$ cat config.mk
export PLATFORM = sky130hd
export DESIGN_NAME = pipe_add
export DESIGN_NICKNAME = d
export VERILOG_FILES = /design/src/rtl/pipe_add.sv
export SDC_FILE = /design/constraint.sdc
export NUM_CORES = 1
export LEC_CHECK = 0
export CORE_MARGIN = 1
export CORE_UTILIZATION = 55
export CTS_BUF_LIST = sky130_fd_sc_hd__clkbuf_8
export DETAILED_ROUTE_END_ITERATION = 8
export GPL_TIMING_DRIVEN = 1
export HOLD_SLACK_MARGIN = 0.08
export PLACE_DENSITY = 0.8
export SLEW_MARGIN = 20
export SYNTH_ARGS = -nofsm -noshare
export SYNTH_HDL_FRONTEND = slang
export SYNTH_SLANG_ARGS = --single-unit
$ cat constraint.sdc
create_clock -name clk -period 2.6 [get_ports clk]
set_input_delay 0.39 -clock clk [delete_from_list [all_inputs] [get_ports clk]]
set_output_delay 0.39 -clock clk [all_outputs]
set_load 0.02 [all_outputs]
$ cat src/rtl/pipe_add.sv
// pipe_add: WIDTH-bit add/subtract split into STAGES registered carry segments.
// Define PIPE_ADD_OVF_EN to enable signed-overflow tracking; otherwise overflow is 0.
module pipe_add #(
    parameter int WIDTH  = 16,
    parameter int STAGES = 4
) (
    input  logic             clk,
    input  logic             rst_n,
    input  logic [WIDTH-1:0] r1,
    input  logic [WIDTH-1:0] r2,
    input  logic             ci,
    input  logic             sub,
    input  logic             in_valid,
    output logic             in_ready,
    output logic [WIDTH-1:0] result,
    output logic             carry,
    output logic             overflow,
    output logic             out_valid,
    input  logic             out_ready
);

    localparam int SEG = WIDTH / STAGES;

    logic             advance;
    logic [WIDTH-1:0] bcond;
    logic             ccond;

    assign advance  = !out_valid || out_ready;
    assign in_ready = advance;
    assign bcond    = r2 ^ {WIDTH{sub}};
    assign ccond    = ci ^ sub;

    for (genvar k = 0; k < STAGES; k++) begin : g_st
        // b_in holds only the not-yet-consumed upper slices of B'
        localparam int BI = WIDTH - k * SEG;

        logic [WIDTH-1:0] x_in;
        logic [WIDTH-1:0] x_d;
        logic [BI-1:0]    b_in;
        logic             c_in;
        logic             v_in;
        logic [SEG:0]     sum;

        logic [WIDTH-1:0] x_q;
        logic             c_q;
        logic             v_q;

        if (k == 0) begin : g_in
            assign x_in = r1;
            assign b_in = bcond;
            assign c_in = ccond;
            assign v_in = in_valid;
        end else begin : g_in
            assign x_in = g_st[k-1].x_q;
            assign b_in = g_st[k-1].g_b.bs_q;
            assign c_in = g_st[k-1].c_q;
            assign v_in = g_st[k-1].v_q;
        end

        // x carries A's upper slices and the finished lower result slices
        always_comb begin
            sum = {1'b0, x_in[k*SEG +: SEG]}
                + {1'b0, b_in[SEG-1:0]}
                + {{SEG{1'b0}}, c_in};
            x_d = x_in;
            x_d[k*SEG +: SEG] = sum[SEG-1:0];
        end

        always_ff @(posedge clk or negedge rst_n) begin
            if (!rst_n) begin
                v_q <= 1'b0;
                x_q <= '0;
                c_q <= 1'b0;
            end else if (advance) begin
                v_q <= v_in;
                if (v_in) begin
                    x_q <= x_d;
                    c_q <= sum[SEG];
                end
            end
        end

        if (k < STAGES - 1) begin : g_b
            logic [BI-SEG-1:0] bs_q;

            always_ff @(posedge clk or negedge rst_n) begin
                if (!rst_n) begin
                    bs_q <= '0;
                end else if (advance && v_in) begin
                    bs_q <= b_in[BI-1:SEG];
                end
            end
        end

`ifdef PIPE_ADD_OVF_EN
        if (k == STAGES - 1) begin : g_ovf
            logic ovf_q;

            always_ff @(posedge clk or negedge rst_n) begin
                if (!rst_n) begin
                    ovf_q <= 1'b0;
                end else if (advance && v_in) begin
                    ovf_q <= (x_in[WIDTH-1] == b_in[SEG-1])
                          && (sum[SEG-1] != x_in[WIDTH-1]);
                end
            end
        end
`endif
    end

    assign result    = g_st[STAGES-1].x_q;
    assign carry     = g_st[STAGES-1].c_q;
    assign out_valid = g_st[STAGES-1].v_q;

`ifdef PIPE_ADD_OVF_EN
    assign overflow = g_st[STAGES-1].g_ovf.ovf_q;
`else
    assign overflow = 1'b0;
`endif

endmodule

==> results of run 1 <==
## per-stage QoR
stage          hold slack, ns  total power, W  instance area [um^2]
5_1_grt                 0.489         0.00653                  5200
2_1_floorplan          0.0944         0.00438                  4380
3_3_place_gp            0.297         0.00497                  4980
4_1_cts                 0.458         0.00615                  5200
6_report                0.457         0.00609                  5200
3_5_place_dp            0.300         0.00513                  4980
## power breakdown
group / total [W] / internal (W) / switching [W]
logic: 0.00251 / 0.00140 / 0.00111
clock network: 0.00101 / 0.000467 / 0.000545
registers: 0.00257 / 0.00217 / 0.000403
## Yosys cell counts, drive strengths merged
cell type,n,area (um^2)
dfrtp,96,2400
mux2,65,792
o21ai,49,245
xnor2,13,114
ha,12,150
buf,11,110
inv,11,48.8
a21oi,10,50.1
fa,8,160
xor2,8,70.1
nand3,6,30.0
nand2,5,31.3
a21boi,4,30.0
and3b,4,35.0
clkbuf,4,15.0
o31ai,4,30.0
nor2b,3,26.3
a21o,2,15.0
nor3,2,10.0
conb,1,3.75
nor2,1,11.3
## metal layers
layer / routed length, um / share of wire / track usage / up-vias
met1: 3360 / 0.46 / 0.265 / 1296
met5: 0 / 0 / 0 / -
met2: 3640 / 0.50 / 0.339 / 53
met4: 102 / 0.014 / 0.0556 / 0
li1: - / - / - / 1226
met3: 217 / 0.030 / 0.0477 / 8
## path summary, 6_finish.rpt
path	start	depth (start not counted)	end
min in group clk	g_st[0].g_b.bs_q[4]	1	g_st[1].g_b.bs_q[0]
worst min register to register	g_st[0].g_b.bs_q[4]	1	g_st[1].g_b.bs_q[0]
worst max register to register	g_st[2].x_q[12]	5	carry
worst max-delay path	out_ready	4	in_ready
max in group asynchronous	rst_n	3	g_st[2].x_q[6]
worst min-delay path	rst_n	2	g_st[0].x_q[6]
## area by class of cell
cell class,count,share of cell area
Multi-Input combinational cell,197,0.347
Tap cell,102,0.0246
Inverter,11,0.00939
Timing Repair Buffer,60,0.116
Sequential cell,96,0.462
Clock buffer,9,0.0238
Clock inverter,7,0.0169
## worst reg2reg max path: cells and delay by family (launching register included)
kind | cells | cell delay (ns)
DFF | 1 | 0.42
AOI/OAI and AO/OA | 3 | 0.41
adders and majority gates | 2 | 0.92
## kinds of logic (layout without fill, tap and decap cells)
group | Yosys count | after routing | share of synthesized area
multiplexers | 65 | 65 | 0.181
XOR/XNOR | 21 | 21 | 0.0420
buffers and inverters | 26 | 87 | 0.0397
other | 1 | 1 | 0.000856
AND/OR/NAND/NOR | 21 | 21 | 0.0328
AO/OA/AOI/OAI | 69 | 69 | 0.0845
flip-flops | 96 | 96 | 0.548
adder cells (fa/ha/maj) | 20 | 20 | 0.0708
## sequential cells by signal (all words and copies together) (netlist names)
register,count
carry,1
g_st.c_q,3
g_st.g_b.bs_q,24
g_st.v_q,3
g_st.x_q,48
out_valid,1
result,16
==> impl_metrics.toml, run 1 <==
[floorplanning]
design.die.area_mm2 = 0.00833
coreArea_mm2 = 0.00773
placement_rows = 32
die_height_um = 91.2
fp.dieW_um = 91.2
pin_count = 58
starting_density_of_the_core = 0.567

[cts]
cts_tree = "done"
post_cts_hold_buffer_count = 1
worst_skew_pair.late_latency_ns = 0.36
cts_root_buf = "sky130_fd_sc_hd__clkbuf_8"
number_of_h_tree_branching_levels = 3
cts.clk_slew.worst_paths_ns = 0.10
clock_sinks = 96
cts_resized = 0
tritoncts.num_buffers = 9
post_cts.repair.setup_buffers = 0
clk_path_buf_depth = 2

[route]
remaining_drc_errors = 0
routed_wire_per_std_cell_um = 15.2
viasPerCell = 5.36
num_vias = 2583
detailedRoute.firstIterationViolations = 95
drt_pass1_iterations = 4
drtAntennaViolNets = 0
wl_um = 7320

[yosys]
synth.ff_latch_count = 96
yosys_warn_count = 0
synth_fp_nets = 377
synth_seq_area_share = 0.548
synth.cell_area_mm2 = 0.00438
synth.lib_cells_used.distinct = 30
postSynthCellCount = 319
synth_area_per_cell_um2 = 13.7

[critical_path]
criticalPathCategory = "primary input to output pin"
max_stage_delay_ns = 0.55
timing.reg2reg.setup_slack_ns = 0.73
timing.critical_path.required_ns = 2.21
cp.arrival_ns = 1.79
crit_chain = "clkdlybuf4s50_1 > nor2b_4 > inv_8 > clkdlybuf4s50_1"
cp_num_buf_inv = 3
critical-path-slowest-cell = "sky130_fd_sc_hd__clkdlybuf4s50_1"
cp-start-kind = "primary input"
crit_path_frequent_cell = "sky130_fd_sc_hd__clkdlybuf4s50_1"
crit_path_max_fanout = 13
cp_capture_type = "output pin"
cp_top_family = "buffers and inverters"

[timing]
max_slew_margin = 0.614
tightestPinTransition_ns = 0.576
fin_skew_ns = 0.00854
timing.final.crit_share = 0.839
fmax_mhz = 458
finalCriticalPeriod_ns = 2.18
final_hold_vios = 0
rsz_0062_raised_after_global_routing = "false"
timing.final.ws_setup_ns = 0.418
final-setup-viol-count = 0
slew_viol_final = 0
tns_ns = 0

[final_layout]
num_antenna_cells = 0
multi_input_area_mm2 = 0.00180
fillers = 562
final_util = 0.673
mostFrequentLayoutCell = "sky130_fd_sc_hd__dfrtp_1"
final_nets = 433
final-seq-area_mm2 = 0.00240
layout_common_cells = "sky130_fd_sc_hd__dfrtp_1 (96), sky130_fd_sc_hd__clkdlybuf4s50_1 (55), sky130_fd_sc_hd__mux2_2 (49)"
drive_gt1_frac = 0.239
layout_area_growth_over_synthesis_pct = 18.7
layoutNonFillerInstCount = 482

[placed_design]
dp.final_hpwl_um = 5350
detailedPlace.worstSlack_ns = 0.0280
final_replace_weighted_congestion = 0.804
io_buffers = 56
dp.cells = 465

[global_route]
grt_pass1_wl_um = 13000
maximum_number_of_pins_on_one_net_before_global_route_repair = 76
first_global_vias = 2733
globalRoute.totalOverflow = 0
grt_antenna_before_repair = 0
groute.usage.overall = 0.202

[run_status]
run_status = "finished clean"

[pwr]
worst_ir_drop_vdd_uv = 415
static-leakage-power_nw = 2.29
cellPowerDensity_mw_per_mm2 = 1170

[job]
timing.max_cap.violations = 0

[hold_path]
hold_class = "primary input to asynchronous set/reset pin"
Power figures use the tool's default switching activity.
==> run 2: changes to the inputs <==
- clock period: 2.6 -> 2.2 ns (I/O delays scaled with it)
==> impl_metrics.toml, run 2 (synthesis gave the netlist of run 1 again) <==
[final_layout]
regMostFlops = "g_st.x_q"
final_cell_area_mm2 = 0.00526
layout_common_cells = "sky130_fd_sc_hd__dfrtp_1 (96), sky130_fd_sc_hd__clkdlybuf4s50_1 (55), sky130_fd_sc_hd__mux2_2 (49)"
layout_area_growth_over_synthesis_pct = 20.1
drive_gt1_frac = 0.257
layoutNonFillerInstCount = 491
num_antenna_cells = 0
largest_reg_flops = 48
final_nets = 442
mostFrequentLayoutCell = "sky130_fd_sc_hd__dfrtp_1"

[cts]
clock_sinks = 96
tritoncts.num_buffers = 9
number_of_h_tree_branching_levels = 3
cts_root_buf = "sky130_fd_sc_hd__clkbuf_8"
clk_path_buf_depth = 2
worst_skew_pair.late_latency_ns = 0.36
cts.clk_slew.worst_paths_ns = 0.09
cts_tree = "done"
cts_resized = 0

[critical_path]
rr_endpoint = "carry"
cp_capture_type = "register"
timing.critical_path.required_ns = 2.43
cp-start-kind = "primary input"
crit_path_max_fanout = 3
criticalPathCategory = "primary input to register"
r2r-start = "g_st[2].x_q[12]"
timing.reg2reg.setup_slack_ns = 0.33
cp.arrival_ns = 2.31
ff2ff_path_depth = 5

[route]
drt_pass1_iterations = 4
remaining_drc_errors = 0
drtAntennaViolNets = 0
detailedRoute.firstIterationViolations = 101
viasPerCell = 5.38
wl_um = 7420
num_vias = 2640
routed_wire_per_std_cell_um = 15.1

[floorplanning]
fp.dieW_um = 91.2
die_height_um = 91.2
design.die.area_mm2 = 0.00833
coreArea_mm2 = 0.00773
pin_count = 58
starting_density_of_the_core = 0.567
placement_rows = 32

[placed_design]
io_buffers = 56
dp.cells = 474
placement.cell_area_mm2 = 0.00506
final_replace_weighted_congestion = 0.804
dp.final_hpwl_um = 5540

[timing]
fin_skew_ns = 0.0129
finalCriticalPeriod_ns = 2.08
timing.final.crit_share = 0.945
rsz_0062_raised_after_global_routing = "false"
final-setup-viol-count = 0
fmax_mhz = 481
final_hold_vios = 0
timing.hold.ws_ns = 0.405
slew_viol_final = 0

[job]
timing.max_cap.violations = 0

[global_route]
groute.usage.overall = 0.198
globalRoute.totalOverflow = 0
grt_pass1_wl_um = 12900
first_global_vias = 2756
grt_antenna_before_repair = 0
maximum_number_of_pins_on_one_net_before_global_route_repair = 73

[run_status]
run_status = "finished clean"

[pwr]
static-leakage-power_nw = 2.33
power.share.sequential = 0.423
p_int_w = 0.00478
cellPowerDensity_mw_per_mm2 = 1360
p_sw_frac = 0.333
power_frac_comb = 0.421
worst_ir_drop_vdd_uv = 469
netSwitchingPower_w = 0.00239
fin_total_pwr_w = 0.00717
clock_power_frac = 0.157

[hold_path]
hold_class = "primary input to asynchronous set/reset pin"
## run 2: cell types whose count changed in the layout (fill, tap and decap cells not counted), sizes merged
cell / delta
buf: +9
inv: -2
clkinvlp: +1
clkinv: +1
## run 2: repair_timing
| item | 4_1_cts | 5_1_grt |
|---|---|---|
| setup buffers | 0 | 0 |
| hold endpoints to repair | 24 | 0 |
| hold buffers | 1 | 0 |
| setup endpoints to repair | 0 | 0 |
## run 2: power by group through the flow
| stage | registers (W) | logic (W) | clock network (W) |
|---|---|---|---|
| after floorplan | 0.00312 | 0.00205 | 0 |
| after global placement | 0.00303 | 0.00291 | 0 |
| after detailed placement | 0.00308 | 0.00303 | 0 |
| after CTS | 0.00304 | 0.00305 | 0.00115 |
| after global routing | 0.00313 | 0.00331 | 0.00122 |
| final | 0.00303 | 0.00302 | 0.00112 |
## run 2: area by class of cell
type	instances	area, um^2
clock buffer	9	124
clock inverter	7	70.1
fill	553	2470
inverter	11	48.8
multi-input combinational	197	1800
sequential	96	2400
tap	102	128
timing repair buffer	69	683
## run 2: how the worst max path moves through the flow
stage                     from     endpoint  slack, ns  cells after the start
after global routing       sub  g_st[0].c_q       0.04                      7
after CTS                  sub  g_st[0].c_q       0.10                      7
final                      sub  g_st[0].c_q       0.12                      7
after detailed placement   sub  g_st[0].c_q      -0.30                      7
after floorplan            sub  g_st[0].c_q       0.02                      8
after global placement     sub  g_st[0].c_q      -0.25                      7
## run 2: stage by stage
stage	worst slack (ns)	util	setup TNS [ns]
finish	0.120	0.681	0
global route	0.0356	0.681	0
CTS	0.101	0.681	0
detailed placement	-0.296	0.654	-0.905
global placement	-0.246	0.654	-0.698
floorplan	0.0156	-	0
## run 2: routing by layer
layer  routed length, um  GRT usage  up-vias
met5                   0          0        -
met4                 138     0.0807        0
met3                 248     0.0285       11
met2                3670      0.327       59
met1                3370      0.264     1329
li1                    -          -     1241
## run 2: critical path: stages
cell	delay [ns]
sky130_fd_sc_hd__clkdlybuf4s50_1	0.50
sky130_fd_sc_hd__xor2_1	0.22
sky130_fd_sc_hd__fa_1	0.44
sky130_fd_sc_hd__fa_1	0.41
sky130_fd_sc_hd__a21o_1	0.19
sky130_fd_sc_hd__a21oi_1	0.13
sky130_fd_sc_hd__o21ai_0	0.08
==> run 3: changes to the inputs <==
- CORE_MARGIN: 1 -> 2
- SKIP_CTS_REPAIR_TIMING: unset -> 1
==> impl_metrics.toml, run 3 (synthesis gave the netlist of run 1 again) <==
[run_status]
run_status = "finished clean"

[global_route]
maximum_number_of_pins_on_one_net_before_global_route_repair = 65
globalRoute.totalOverflow = 0
grt_pass1_wl_um = 13200
groute.usage.overall = 0.196
grt_antenna_before_repair = 0
first_global_vias = 2738

[cts]
tritoncts.num_buffers = 9
clk_path_buf_depth = 2
cts_tree = "done"
clock_sinks = 96
cts.clk_slew.worst_paths_ns = 0.10
number_of_h_tree_branching_levels = 3
worst_skew_pair.late_latency_ns = 0.36
cts_root_buf = "sky130_fd_sc_hd__clkbuf_8"

[floorplanning]
pin_count = 58
starting_density_of_the_core = 0.567
coreArea_mm2 = 0.00773
die_height_um = 93.2
design.die.area_mm2 = 0.00869
placement_rows = 32
fp.dieW_um = 93.2

[critical_path]
cp-start-kind = "primary input"
cp_capture_type = "register"
worst_setup_path_startpoint = "sub"
r2r-start = "g_st[2].x_q[12]"
cp-endpoint = "g_st[0].c_q"
cp_num_buf_inv = 1
timing.reg2reg.setup_slack_ns = 0.36
critical_path_depth = 7
crit_chain = "clkdlybuf4s50_1 > xor2_1 > fa_1 > fa_1 > a21o_1 > a21oi_1 > o21ai_0"
cp_top_family = "adder cells"
critical-path-slowest-cell = "sky130_fd_sc_hd__clkdlybuf4s50_1"
crit_path_max_fanout = 3
criticalPathCategory = "primary input to register"
timing.critical_path.required_ns = 2.43
max_stage_delay_ns = 0.51
rr_endpoint = "carry"
cp.arrival_ns = 2.32
ff2ff_path_depth = 5
crit_path_frequent_cell = "sky130_fd_sc_hd__fa_1"

[timing]
timing.final.crit_share = 0.947
final_hold_vios = 0
rsz_0062_raised_after_global_routing = "false"
timing.hold.ws_ns = 0.435
fmax_mhz = 480
finalCriticalPeriod_ns = 2.08
final-setup-viol-count = 0
slew_viol_final = 0
fin_skew_ns = 0.00974

[final_layout]
drive_gt1_frac = 0.254
num_antenna_cells = 0
layoutNonFillerInstCount = 491
mostFrequentLayoutCell = "sky130_fd_sc_hd__dfrtp_1"
largest_reg_flops = 48
layout_area_growth_over_synthesis_pct = 20.8
layout_common_cells = "sky130_fd_sc_hd__dfrtp_1 (96), sky130_fd_sc_hd__clkdlybuf4s50_1 (55), sky130_fd_sc_hd__mux2_2 (49)"
final_nets = 442
regMostFlops = "g_st.x_q"

[pwr]
netSwitchingPower_w = 0.00245
worst_ir_drop_vdd_uv = 588
p_sw_frac = 0.333
power_frac_comb = 0.413
power.share.sequential = 0.413
cellPowerDensity_mw_per_mm2 = 1390
static-leakage-power_nw = 2.35
fin_total_pwr_w = 0.00737
p_int_w = 0.00492
clock_power_frac = 0.174

[placed_design]
dp.final_hpwl_um = 5620
io_buffers = 56
dp.cells = 474
final_replace_weighted_congestion = 0.777

[job]
timing.max_cap.violations = 0

[route]
drt_pass1_iterations = 4
viasPerCell = 5.34
drtAntennaViolNets = 0
remaining_drc_errors = 0
wl_um = 7690
routed_wire_per_std_cell_um = 15.7
num_vias = 2623
detailedRoute.firstIterationViolations = 132

[hold_path]
hold_class = "primary input to asynchronous set/reset pin"
[run 3: cell types whose count changed in the layout (fill, tap and decap cells not counted)]
cell                        change
sky130_fd_sc_hd__clkinv_2       -3
sky130_fd_sc_hd__inv_8          +2
sky130_fd_sc_hd__bufinv_16      +1
sky130_fd_sc_hd__clkinv_4       -1
sky130_fd_sc_hd__inv_1          +1
[run 3: power groups by stage]
stage	sequential, W	combinational [W]	clock (W)
floorplan	0.00312	0.00205	0
global placement	0.00304	0.00292	0
detailed placement	0.00309	0.00305	0
CTS	0.00306	0.00307	0.00130
global route	0.00315	0.00337	0.00137
finish	0.00305	0.00304	0.00129
[run 3: area by class of cell]
| cell class | instances | area (um^2) |
|---|---|---|
| Multi-Input combinational cell | 197 | 1800 |
| Clock buffer | 9 | 124 |
| Timing Repair Buffer | 69 | 683 |
| Tap cell | 102 | 128 |
| Fill cell | 544 | 2430 |
| Sequential cell | 96 | 2400 |
| Inverter | 11 | 48.8 |
| Clock inverter | 7 | 103 |
[run 3: through the flow]
| step | setup slack [ns] | util | setup TNS (ns) | instance area, um^2 |
|---|---|---|---|---|
| after floorplan | 0.0156 | - | 0 | 4380 |
| final | 0.116 | 0.685 | 0 | 5290 |
| after detailed placement | -0.255 | 0.654 | -0.811 | 5060 |
| after CTS | 0.127 | 0.684 | 0 | 5280 |
| after global routing | 0.0671 | 0.685 | 0 | 5290 |
| after global placement | -0.248 | 0.654 | -0.695 | 5060 |
[run 3: worst min path at each step]
stage	from	end	cells after the start
2_1_floorplan	rst_n	carry	0
6_report	rst_n	g_st[0].x_q[8]	2
5_1_grt	rst_n	g_st[0].x_q[12]	2
4_1_cts	rst_n	g_st[0].x_q[8]	1
3_5_place_dp	rst_n	g_st[0].x_q[8]	1
3_3_place_gp	rst_n	g_st[0].x_q[8]	1
[run 3: worst reg2reg max path, cell delays in order, from the launching register on]
cell                      delay, ns
sky130_fd_sc_hd__dfrtp_1       0.42
sky130_fd_sc_hd__fa_1          0.47
sky130_fd_sc_hd__fa_1          0.41
sky130_fd_sc_hd__a21o_1        0.18
sky130_fd_sc_hd__a21oi_1       0.14
sky130_fd_sc_hd__o21ai_0       0.09
[run 3: routing by layer]
layer | global-route usage | vias up | wire (um) | part of all wire
met4 | 0.0784 | 0 | 137 | 0.018
met5 | 0 | - | 0 | 0
met1 | 0.261 | 1306 | 3490 | 0.45
li1 | - | 1245 | - | -
met3 | 0.0258 | 12 | 231 | 0.030
met2 | 0.327 | 60 | 3830 | 0.50
